$ cat src/rtl/spi_sprite_loader_if.sv
// -----------------------------------------------------------------------------
// spi_sprite_loader_if
// Groups the four external SPI pins of the sprite loader.
//   spi_sclk  SPI clock (mode 0), asynchronous to the pixel clock
//   spi_mosi  serial data from the master, MSB first
//   spi_cs    chip select, active low
//   spi_miso  serial data to the master
// Modports: master drives sclk/mosi/cs and reads miso; slave is the reverse.
// -----------------------------------------------------------------------------
interface spi_sprite_loader_if;
   logic spi_sclk;
   logic spi_mosi;
   logic spi_cs;
   logic spi_miso;

   modport master (output spi_sclk, output spi_mosi, output spi_cs, input spi_miso);
   modport slave  (input spi_sclk, input spi_mosi, input spi_cs, output spi_miso);
endinterface

$ cat src/rtl/spi_sprite_loader.sv
// -----------------------------------------------------------------------------
// spi_sprite_loader
// SPI slave plus double-buffered register file for the sprite renderer.
// Command/payload bytes arriving over SPI update a shadow register set
// (background colour, sprite colour, 1 bpp bitmap, X/Y position). The shadow
// set is copied to the outputs on a next_frame pulse while chip select is
// high, so the renderer never sees a half-written sprite.
//
// Parameters:
//   SPRITE_BYTES  bitmap length in bytes (18 = 12x12 pixels)
//   POS_W         width of the sprite coordinates
// Ports:
//   clk           pixel clock
//   reset_n       asynchronous active-low reset
//   spi           SPI pins (slave modport of spi_sprite_loader_if)
//   next_frame    one-cycle pulse at start of vertical blank
//   bg_color      committed background colour, rrggbb
//   sprite_color  committed sprite colour, rrggbb
//   sprite_data   committed bitmap, MSB = top-left pixel
//   sprite_x/y    committed sprite position
// Build option:
//   SPI_READBACK_EN  when defined, MISO echoes the previous received byte;
//                    otherwise MISO is tied low.
// Commands: 0x00 SET_COLOR (bg, sprite), 0x01 SET_SPRITE (bitmap bytes),
//           0x02 SET_POS (X hi/lo, Y hi/lo); anything else is ignored.
// -----------------------------------------------------------------------------
module spi_sprite_loader #(
   parameter int SPRITE_BYTES = 18,
   parameter int POS_W        = 10
) (
   input  logic                      clk,
   input  logic                      reset_n,
   spi_sprite_loader_if.slave        spi,
   input  logic                      next_frame,
   output logic [5:0]                bg_color,
   output logic [5:0]                sprite_color,
   output logic [8*SPRITE_BYTES-1:0] sprite_data,
   output logic [POS_W-1:0]          sprite_x,
   output logic [POS_W-1:0]          sprite_y
);

   localparam int BMP_W = 8 * SPRITE_BYTES;

   localparam logic [7:0] CMD_SET_COLOR  = 8'h00;
   localparam logic [7:0] CMD_SET_SPRITE = 8'h01;
   localparam logic [7:0] CMD_SET_POS    = 8'h02;

   typedef enum logic [1:0] {ST_IDLE, ST_CMD, ST_DATA} state_e;

   state_e           state_q, state_d;

   logic [2:0]       sclk_sync_q;
   logic [2:0]       cs_sync_q;
   logic [1:0]       mosi_sync_q;

   logic [2:0]       bit_cnt_q, bit_cnt_d;
   logic [7:0]       byte_idx_q, byte_idx_d;
   logic [7:0]       rx_q, rx_d;
   logic [7:0]       cmd_q, cmd_d;

   // Shadow set written by SPI; positions kept as full 16-bit big-endian words.
   logic [5:0]       bg_sh_q, bg_sh_d;
   logic [5:0]       spr_col_sh_q, spr_col_sh_d;
   logic [BMP_W-1:0] bmp_sh_q, bmp_sh_d;
   logic [15:0]      x_sh_q, x_sh_d;
   logic [15:0]      y_sh_q, y_sh_d;

   // Committed set seen by the renderer.
   logic [5:0]       bg_q, bg_d;
   logic [5:0]       spr_col_q, spr_col_d;
   logic [BMP_W-1:0] bmp_q, bmp_d;
   logic [POS_W-1:0] x_q, x_d;
   logic [POS_W-1:0] y_q, y_d;

   logic             sclk_rise;
   logic             cs_fall;
   logic             cs_rise;
   logic             cs_low;
   logic             bit_tick;
   logic             byte_done;
   logic             commit;
   logic [7:0]       rx_byte;

   // ---------------------------------------------------------------------------
   // Input synchronizers. CS resets to "low" so that a reset taken in the
   // middle of a transaction does not fabricate a falling edge on release;
   // the slave stays idle until the master raises and lowers CS again.
   // ---------------------------------------------------------------------------
   always_ff @(posedge clk or negedge reset_n) begin
      if (!reset_n) begin
         sclk_sync_q <= '0;
         cs_sync_q   <= '0;
         mosi_sync_q <= '0;
      end else begin
         // NOTE: sequential state uses <= so every flop samples the pre-edge
         // value; blocking here would collapse the synchronizer chain.
         sclk_sync_q <= {sclk_sync_q[1:0], spi.spi_sclk};
         cs_sync_q   <= {cs_sync_q[1:0], spi.spi_cs};
         mosi_sync_q <= {mosi_sync_q[0], spi.spi_mosi};
      end
   end

   assign sclk_rise = sclk_sync_q[1] & ~sclk_sync_q[2];
   assign cs_fall   = ~cs_sync_q[1] & cs_sync_q[2];
   assign cs_rise   = cs_sync_q[1] & ~cs_sync_q[2];
   assign cs_low    = ~cs_sync_q[1];
   assign bit_tick  = sclk_rise & cs_low & (state_q != ST_IDLE);
   assign byte_done = bit_tick & (bit_cnt_q == 3'd7);
   assign rx_byte   = {rx_q[6:0], mosi_sync_q[1]};
   assign commit    = next_frame & ~cs_low;

   // ---------------------------------------------------------------------------
   // Transaction FSM
   // ---------------------------------------------------------------------------
   always_ff @(posedge clk or negedge reset_n) begin
      if (!reset_n) begin
         state_q <= ST_IDLE;
      end else begin
         state_q <= state_d;
      end
   end

   always_comb begin
      // NOTE: every combinational output gets a default first; a path that
      // leaves a signal unassigned would otherwise infer a latch.
      state_d = state_q;
      if (cs_fall) begin
         state_d = ST_CMD;
      end else if (cs_rise) begin
         state_d = ST_IDLE;
      end else if (byte_done && state_q == ST_CMD) begin
         state_d = ST_DATA;
      end
   end

   // ---------------------------------------------------------------------------
   // Byte assembly, command decode and frame commit
   // ---------------------------------------------------------------------------
   always_comb begin
      bit_cnt_d    = bit_cnt_q;
      byte_idx_d   = byte_idx_q;
      rx_d         = rx_q;
      cmd_d        = cmd_q;
      bg_sh_d      = bg_sh_q;
      spr_col_sh_d = spr_col_sh_q;
      bmp_sh_d     = bmp_sh_q;
      x_sh_d       = x_sh_q;
      y_sh_d       = y_sh_q;
      bg_d         = bg_q;
      spr_col_d    = spr_col_q;
      bmp_d        = bmp_q;
      x_d          = x_q;
      y_d          = y_q;

      if (cs_fall) begin
         bit_cnt_d  = '0;
         byte_idx_d = '0;
         rx_d       = '0;
      end else if (bit_tick) begin
         rx_d      = rx_byte;
         bit_cnt_d = bit_cnt_q + 3'd1;
         if (byte_done) begin
            if (state_q == ST_CMD) begin
               cmd_d      = rx_byte;
               byte_idx_d = '0;
            end else begin
               if (byte_idx_q != 8'hFF) begin
                  byte_idx_d = byte_idx_q + 8'd1;
               end
               case (cmd_q)
                  CMD_SET_COLOR: begin
                     if (byte_idx_q == 8'd0) begin
                        bg_sh_d = rx_byte[5:0];
                     end else if (byte_idx_q == 8'd1) begin
                        spr_col_sh_d = rx_byte[5:0];
                     end
                  end
                  CMD_SET_SPRITE: begin
                     // Bytes scroll in from the LSB end, so after a full
                     // load the first byte sent sits in the MSBs.
                     if (int'(byte_idx_q) < SPRITE_BYTES) begin
                        bmp_sh_d = {bmp_sh_q[BMP_W-9:0], rx_byte};
                     end
                  end
                  CMD_SET_POS: begin
                     case (byte_idx_q)
                        8'd0:    x_sh_d[15:8] = rx_byte;
                        8'd1:    x_sh_d[7:0]  = rx_byte;
                        8'd2:    y_sh_d[15:8] = rx_byte;
                        8'd3:    y_sh_d[7:0]  = rx_byte;
                        default: ;
                     endcase
                  end
                  default: ;
               endcase
            end
         end
      end

      // Commit reads the registered shadow, so a byte completing in the same
      // cycle lands in the following frame.
      if (commit) begin
         bg_d      = bg_sh_q;
         spr_col_d = spr_col_sh_q;
         bmp_d     = bmp_sh_q;
         x_d       = POS_W'(x_sh_q);
         y_d       = POS_W'(y_sh_q);
      end
   end

   always_ff @(posedge clk or negedge reset_n) begin
      if (!reset_n) begin
         bit_cnt_q    <= '0;
         byte_idx_q   <= '0;
         rx_q         <= '0;
         cmd_q        <= '0;
         // NOTE: the bitmap is ordinary flops, not a RAM, and has a defined
         // power-up image, so it is reset along with everything else.
         bg_sh_q      <= 6'h00;
         spr_col_sh_q <= 6'h3F;
         bmp_sh_q     <= '0;
         x_sh_q       <= '0;
         y_sh_q       <= '0;
         bg_q         <= 6'h00;
         spr_col_q    <= 6'h3F;
         bmp_q        <= '0;
         x_q          <= '0;
         y_q          <= '0;
      end else begin
         bit_cnt_q    <= bit_cnt_d;
         byte_idx_q   <= byte_idx_d;
         rx_q         <= rx_d;
         cmd_q        <= cmd_d;
         bg_sh_q      <= bg_sh_d;
         spr_col_sh_q <= spr_col_sh_d;
         bmp_sh_q     <= bmp_sh_d;
         x_sh_q       <= x_sh_d;
         y_sh_q       <= y_sh_d;
         bg_q         <= bg_d;
         spr_col_q    <= spr_col_d;
         bmp_q        <= bmp_d;
         x_q          <= x_d;
         y_q          <= y_d;
      end
   end

   assign bg_color     = bg_q;
   assign sprite_color = spr_col_q;
   assign sprite_data  = bmp_q;
   assign sprite_x     = x_q;
   assign sprite_y     = y_q;

   // ---------------------------------------------------------------------------
   // Optional MISO readback: the byte just completed is reloaded on the first
   // falling edge of the next byte (bit counter wrapped to 0), so the master
   // reads byte n-1 while sending byte n. rx_q still holds that byte there,
   // because no further rising edge has arrived yet.
   // ---------------------------------------------------------------------------
`ifdef SPI_READBACK_EN
   logic [7:0] tx_q, tx_d;
   logic       sclk_fall;

   assign sclk_fall = ~sclk_sync_q[1] & sclk_sync_q[2];

   always_comb begin
      tx_d = tx_q;
      if (cs_fall) begin
         tx_d = '0;
      end else if (sclk_fall && cs_low && state_q != ST_IDLE) begin
         tx_d = (bit_cnt_q == 3'd0) ? rx_q : {tx_q[6:0], 1'b0};
      end
   end

   always_ff @(posedge clk or negedge reset_n) begin
      if (!reset_n) begin
         tx_q <= '0;
      end else begin
         tx_q <= tx_d;
      end
   end

   assign spi.spi_miso = tx_q[7];
`else
   assign spi.spi_miso = 1'b0;
`endif

endmodule
$ cat src/flat_wrapper.sv
// flat-port wrapper written by rule: the top's interface ports become plain ports
module spi_sprite_loader_flat 
#(
   parameter int SPRITE_BYTES = 18,
   parameter int POS_W        = 10
)
  (clk, reset_n, next_frame, bg_color, sprite_color, sprite_data, sprite_x, sprite_y, spi_spi_sclk, spi_spi_mosi, spi_spi_cs, spi_spi_miso);
  spi_sprite_loader_if spi_i ();
  input  logic clk;
  input  logic reset_n;
  input  logic next_frame;
  output logic [5:0] bg_color;
  output logic [5:0] sprite_color;
  output logic [8*SPRITE_BYTES-1:0] sprite_data;
  output logic [POS_W-1:0] sprite_x;
  output logic [POS_W-1:0] sprite_y;
  input wire logic [$bits(spi_i.spi_sclk)-1:0] spi_spi_sclk;
  input wire logic [$bits(spi_i.spi_mosi)-1:0] spi_spi_mosi;
  input wire logic [$bits(spi_i.spi_cs)-1:0] spi_spi_cs;
  output wire logic [$bits(spi_i.spi_miso)-1:0] spi_spi_miso;
  assign spi_i.spi_sclk = spi_spi_sclk;
  assign spi_i.spi_mosi = spi_spi_mosi;
  assign spi_i.spi_cs = spi_spi_cs;
  assign spi_spi_miso = spi_i.spi_miso;
  spi_sprite_loader #(.SPRITE_BYTES(SPRITE_BYTES), .POS_W(POS_W)) u_core (.clk(clk), .reset_n(reset_n), .spi(spi_i), .next_frame(next_frame), .bg_color(bg_color), .sprite_color(sprite_color), .sprite_data(sprite_data), .sprite_x(sprite_x), .sprite_y(sprite_y));
endmodule
$ cat config.mk
export PLATFORM = sky130hd
export DESIGN_NAME = spi_sprite_loader_flat
export DESIGN_NICKNAME = d
export VERILOG_FILES = /design/src/rtl/spi_sprite_loader_if.sv /design/src/rtl/spi_sprite_loader.sv /design/src/flat_wrapper.sv
export SDC_FILE = /design/constraint.sdc
export NUM_CORES = 1
export LEC_CHECK = 0
export BUFFER_PORTS_ARGS = -buffer_cell sky130_fd_sc_hd__buf_2
export CAP_MARGIN = 20
export CORE_ASPECT_RATIO = 0.75
export CORE_MARGIN = 1.5
export CORE_UTILIZATION = 50
export CTS_CLUSTER_DIAMETER = 60
export DETAILED_ROUTE_END_ITERATION = 6
export PLACE_DENSITY = 0.73
export SLEW_MARGIN = 0
export SYNTH_ARGS = -nofsm -noshare
export SYNTH_HDL_FRONTEND = slang
export SYNTH_SLANG_ARGS = --single-unit
$ cat constraint.sdc
create_clock -name clk -period 2.3 [get_ports clk]
set_input_delay 0.115 -clock clk [delete_from_list [all_inputs] [get_ports clk]]
set_output_delay 0.115 -clock clk [all_outputs]
set_load 0.02 [all_outputs]
==> results.json <==
{
  "utilization": 0.6130,
  "p_per_area_nw_per_um2": 757.9,
  "dpl_cell_area_um2": 16440,
  "synth_top_area_frac": 0.6344,
  "setup_tns_ns": 0,
  "drc": 0,
  "vdd_drop_max_uv": 492.0,
  "synth.avg_cell_area_um2": 16.48,
  "core_um2": 29120,
  "synth_area_leader_cell": "dfrtp_1",
  "clockBufferDepth": 3,
  "grt_pass1_vias": 8347,
  "hpwl_um": 18770,
  "fin_area_um2": 17850,
  "htree_levels": 2,
  "fillCellCount": 2188,
  "route.vias.total": 8000,
  "first_pass_iters": 4,
  "finClkSkew_ns": 0.01885,
  "fmax_mhz": 458.8,
  "cp.arrival_ns": 2.58,
  "place.port_buffers": 181,
  "synth_area_um2": 14830,
  "setup_ws_ns": 0.1203,
  "syn_inst": 900,
  "synth_common_cells": "376 x dfrtp_1, 344 x mux2_2, 22 x clkbuf_1",
  "yosysMostFrequentCell": "dfrtp_1",
  "yosysUniqueCellTypes": 48,
  "synth_flop_cell": "dfrtp_1",
  "period_needed_ns": 2.180,
  "ys_ff_latch": 388,
  "min_path_type": "in -> async",
  "grt_usage": 0.1882,
  "grt_pass1_wl_um": 46240,
  "die_y_um": 152.2,
  "routed_wl_um": 28670,
  "end_kind": "register",
  "cts_buffers": 39,
  "start_kind": "register",
  "hold_viol_final": 0,
  "start_util": 0.5093,
  "leakage_nw": 9.674,
  "rows": 54,
  "dieArea_um2": 30720,
  "critical_path_class": "reg -> reg",
  "antenna_found_initial": 0,
  "drtIter0Drc": 363,
  "num_io_pins": 183,
  "wl_per_cell_um": 18.70,
  "drive_gt1_frac": 0.5784,
  "root_buffer": "clkbuf_16",
  "synth-seq-area-share": 0.6556,
  "gp_congestion": 0.7792,
  "synth_area_leaders": "dfrtp_1 63%, mux2_2 26%, dfstp_2 2.1%, mux2_4 1.2%, ha_1 0.67%",
  "insertedDiodeCount": 0,
  "status": "finished, final reports clean",
  "cts_sinks": 388,
  "cp_max_fo": 12,
  "worst_hold_slack_ns": 0.07390,
  "drv_slew": 0,
  "tritoncts": "yes",
  "syn_nets": 914,
  "place_ws_ns": 0.09531,
  "fin_crit_sh": 0.9477,
  "die_w_um": 201.9,
  "grt_max_degree": 93,
  "nets": 1128,
  "grt_overflow": 0,
  "cp.required_ns": 2.70,
  "via_per_inst": 5.219,
  "worst_skew_pair.late_latency_ns": 0.52,
  "max_cap_violations": 0,
  "setup_viol": 0,
  "synth_edf_count": 0,
  "rsz0062_at_grt": "no",
  "area.growth.synth_to_final_pct": 20.36,
  "async_flop_share": 1.000,
  "relSlewSlack": 0.6408,
  "worst_pin_slew_ns": 0.5389,
  "path_clk_slew_ns": 0.06,
  "yosys_warnings": 0,
  "ant_nets": 0
}
## power by group
group,switching (mW),internal (mW),total (mW)
sequential,0.0256,6.85,6.87
clock,2.53,3.78,6.31
combinational,0.237,0.113,0.350
## state kept, by name, summed over array words and instances (netlist names)
name and count:
u_core.state_q 2, u_core.sprite_x 10, u_core.byte_idx_q 8, u_core.bg_sh_q 6, u_core.x_sh_q 10, u_core.sprite_data 144
u_core.bmp_sh_q 144, u_core.spr_col_sh_q 6, u_core.bit_cnt_q 3, u_core.rx_q 7, u_core.mosi_sync_q 2, u_core.y_sh_q 10
u_core.cs_sync_q 3, u_core.bg_color 6, u_core.sprite_y 10, u_core.cmd_q 8, u_core.sclk_sync_q 3, u_core.sprite_color 6
## what timing repair did
action                                  in CTS  in global routing
gates resized for setup                      0                  5
hold buffers                                 4                  0
hold endpoints to repair                   382                  0
endpoints found under the setup margin       0                 93
buffers inserted                             0                  2
## cell type report
class | instances | area (µm²) | area share
flip-flops and latches | 388 | 9724 | 0.5447
multi-input cells | 458 | 4856 | 0.2720
repair buffers | 220 | 1469 | 0.08228
clock buffers | 55 | 1136 | 0.06364
well taps | 392 | 490.5 | 0.02747
clock inverters | 13 | 150.1 | 0.008410
inverters | 7 | 26.28 | 0.001472
## metal layers
layer | routed length, µm | share of wire | GRT usage | vias to the layer above
li1 | - | - | - | 3647
met1 | 13270 | 0.46 | 0.2654 | 4161
met2 | 13400 | 0.47 | 0.2964 | 151
met3 | 1523 | 0.053 | 0.04299 | 41
met4 | 472 | 0.016 | 0.04975 | 0
met5 | 0 | 0 | 0 | -
## worst max-delay path, stage by stage (launching register included)
cell,delay [ns]
dfrtp_1,0.36
ha_1,0.16
ha_1,0.15
and4bb_1,0.24
and4_4,0.23
and3_4,0.21
buf_12,0.16
clkbuf_16,0.19
mux2_2,0.34
## path summary, 6_finish.rpt
kind                                          start                 endpoint  slack [ns]  depth (start not counted)
worst max-delay path            u_core.bit_cnt_q[0]      u_core.bmp_sh_q[53]        0.12                          8
worst min-delay path                        reset_n  u_core.sprite_data[130]        0.07                          2
worst max register to register  u_core.bit_cnt_q[0]      u_core.bmp_sh_q[53]        0.12                          8
worst min register to register  u_core.cs_sync_q[0]      u_core.cs_sync_q[1]        0.34                          0
max in group asynchronous                   reset_n   u_core.sprite_data[54]        1.42                          3
min in group clk                         next_frame       u_core.sprite_x[6]        0.09                          3
## per-stage QoR
| step | instances | total power [mW] |
|---|---|---|
| after floorplan | 900 | 7.133 |
| after global placement | 1457 | 7.349 |
| after detailed placement | 1457 | 7.351 |
| after CTS | 1529 | 13.73 |
| after global routing | 1533 | 14.01 |
| final | 1533 | 13.53 |
## cell families (layout without fill, tap and decap cells)
family,count (synthesis),after routing,share of synthesized area
AND/OR/NAND/NOR,53,53,0.02472
AO/OA/AOI/OAI,25,25,0.01080
XOR/XNOR,1,1,0.0005906
buffers and inverters,54,295,0.01814
flip-flops,388,388,0.6556
multiplexers,370,370,0.2831
other,1,1,0.0002528
adder cells (fa/ha/maj),8,8,0.006749
## cell usage in the layout, fill, tap and decap left out, types with 2 or more instances in the layout
cell,n
a21oi_1,7
a31oi_1,5
and3_1,3
and4b_2,2
buf_12,14
buf_16,2
buf_2,180
buf_4,17
bufinv_16,3
clkbuf_1,6
clkbuf_16,41
clkbuf_8,10
clkinv_2,7
dfrtp_1,376
dfstp_2,12
dlygate4sd3_1,4
ha_1,8
inv_1,7
mux2_1,4
mux2_2,344
mux2_4,12
mux2i_1,10
nand2_1,4
nand3_1,5
nand3b_1,2
nand4_1,3
nand4_4,2
nor2_1,14
nor2b_1,2
nor4_1,2
o21ai_0,5
Power figures use the tool's default switching activity.
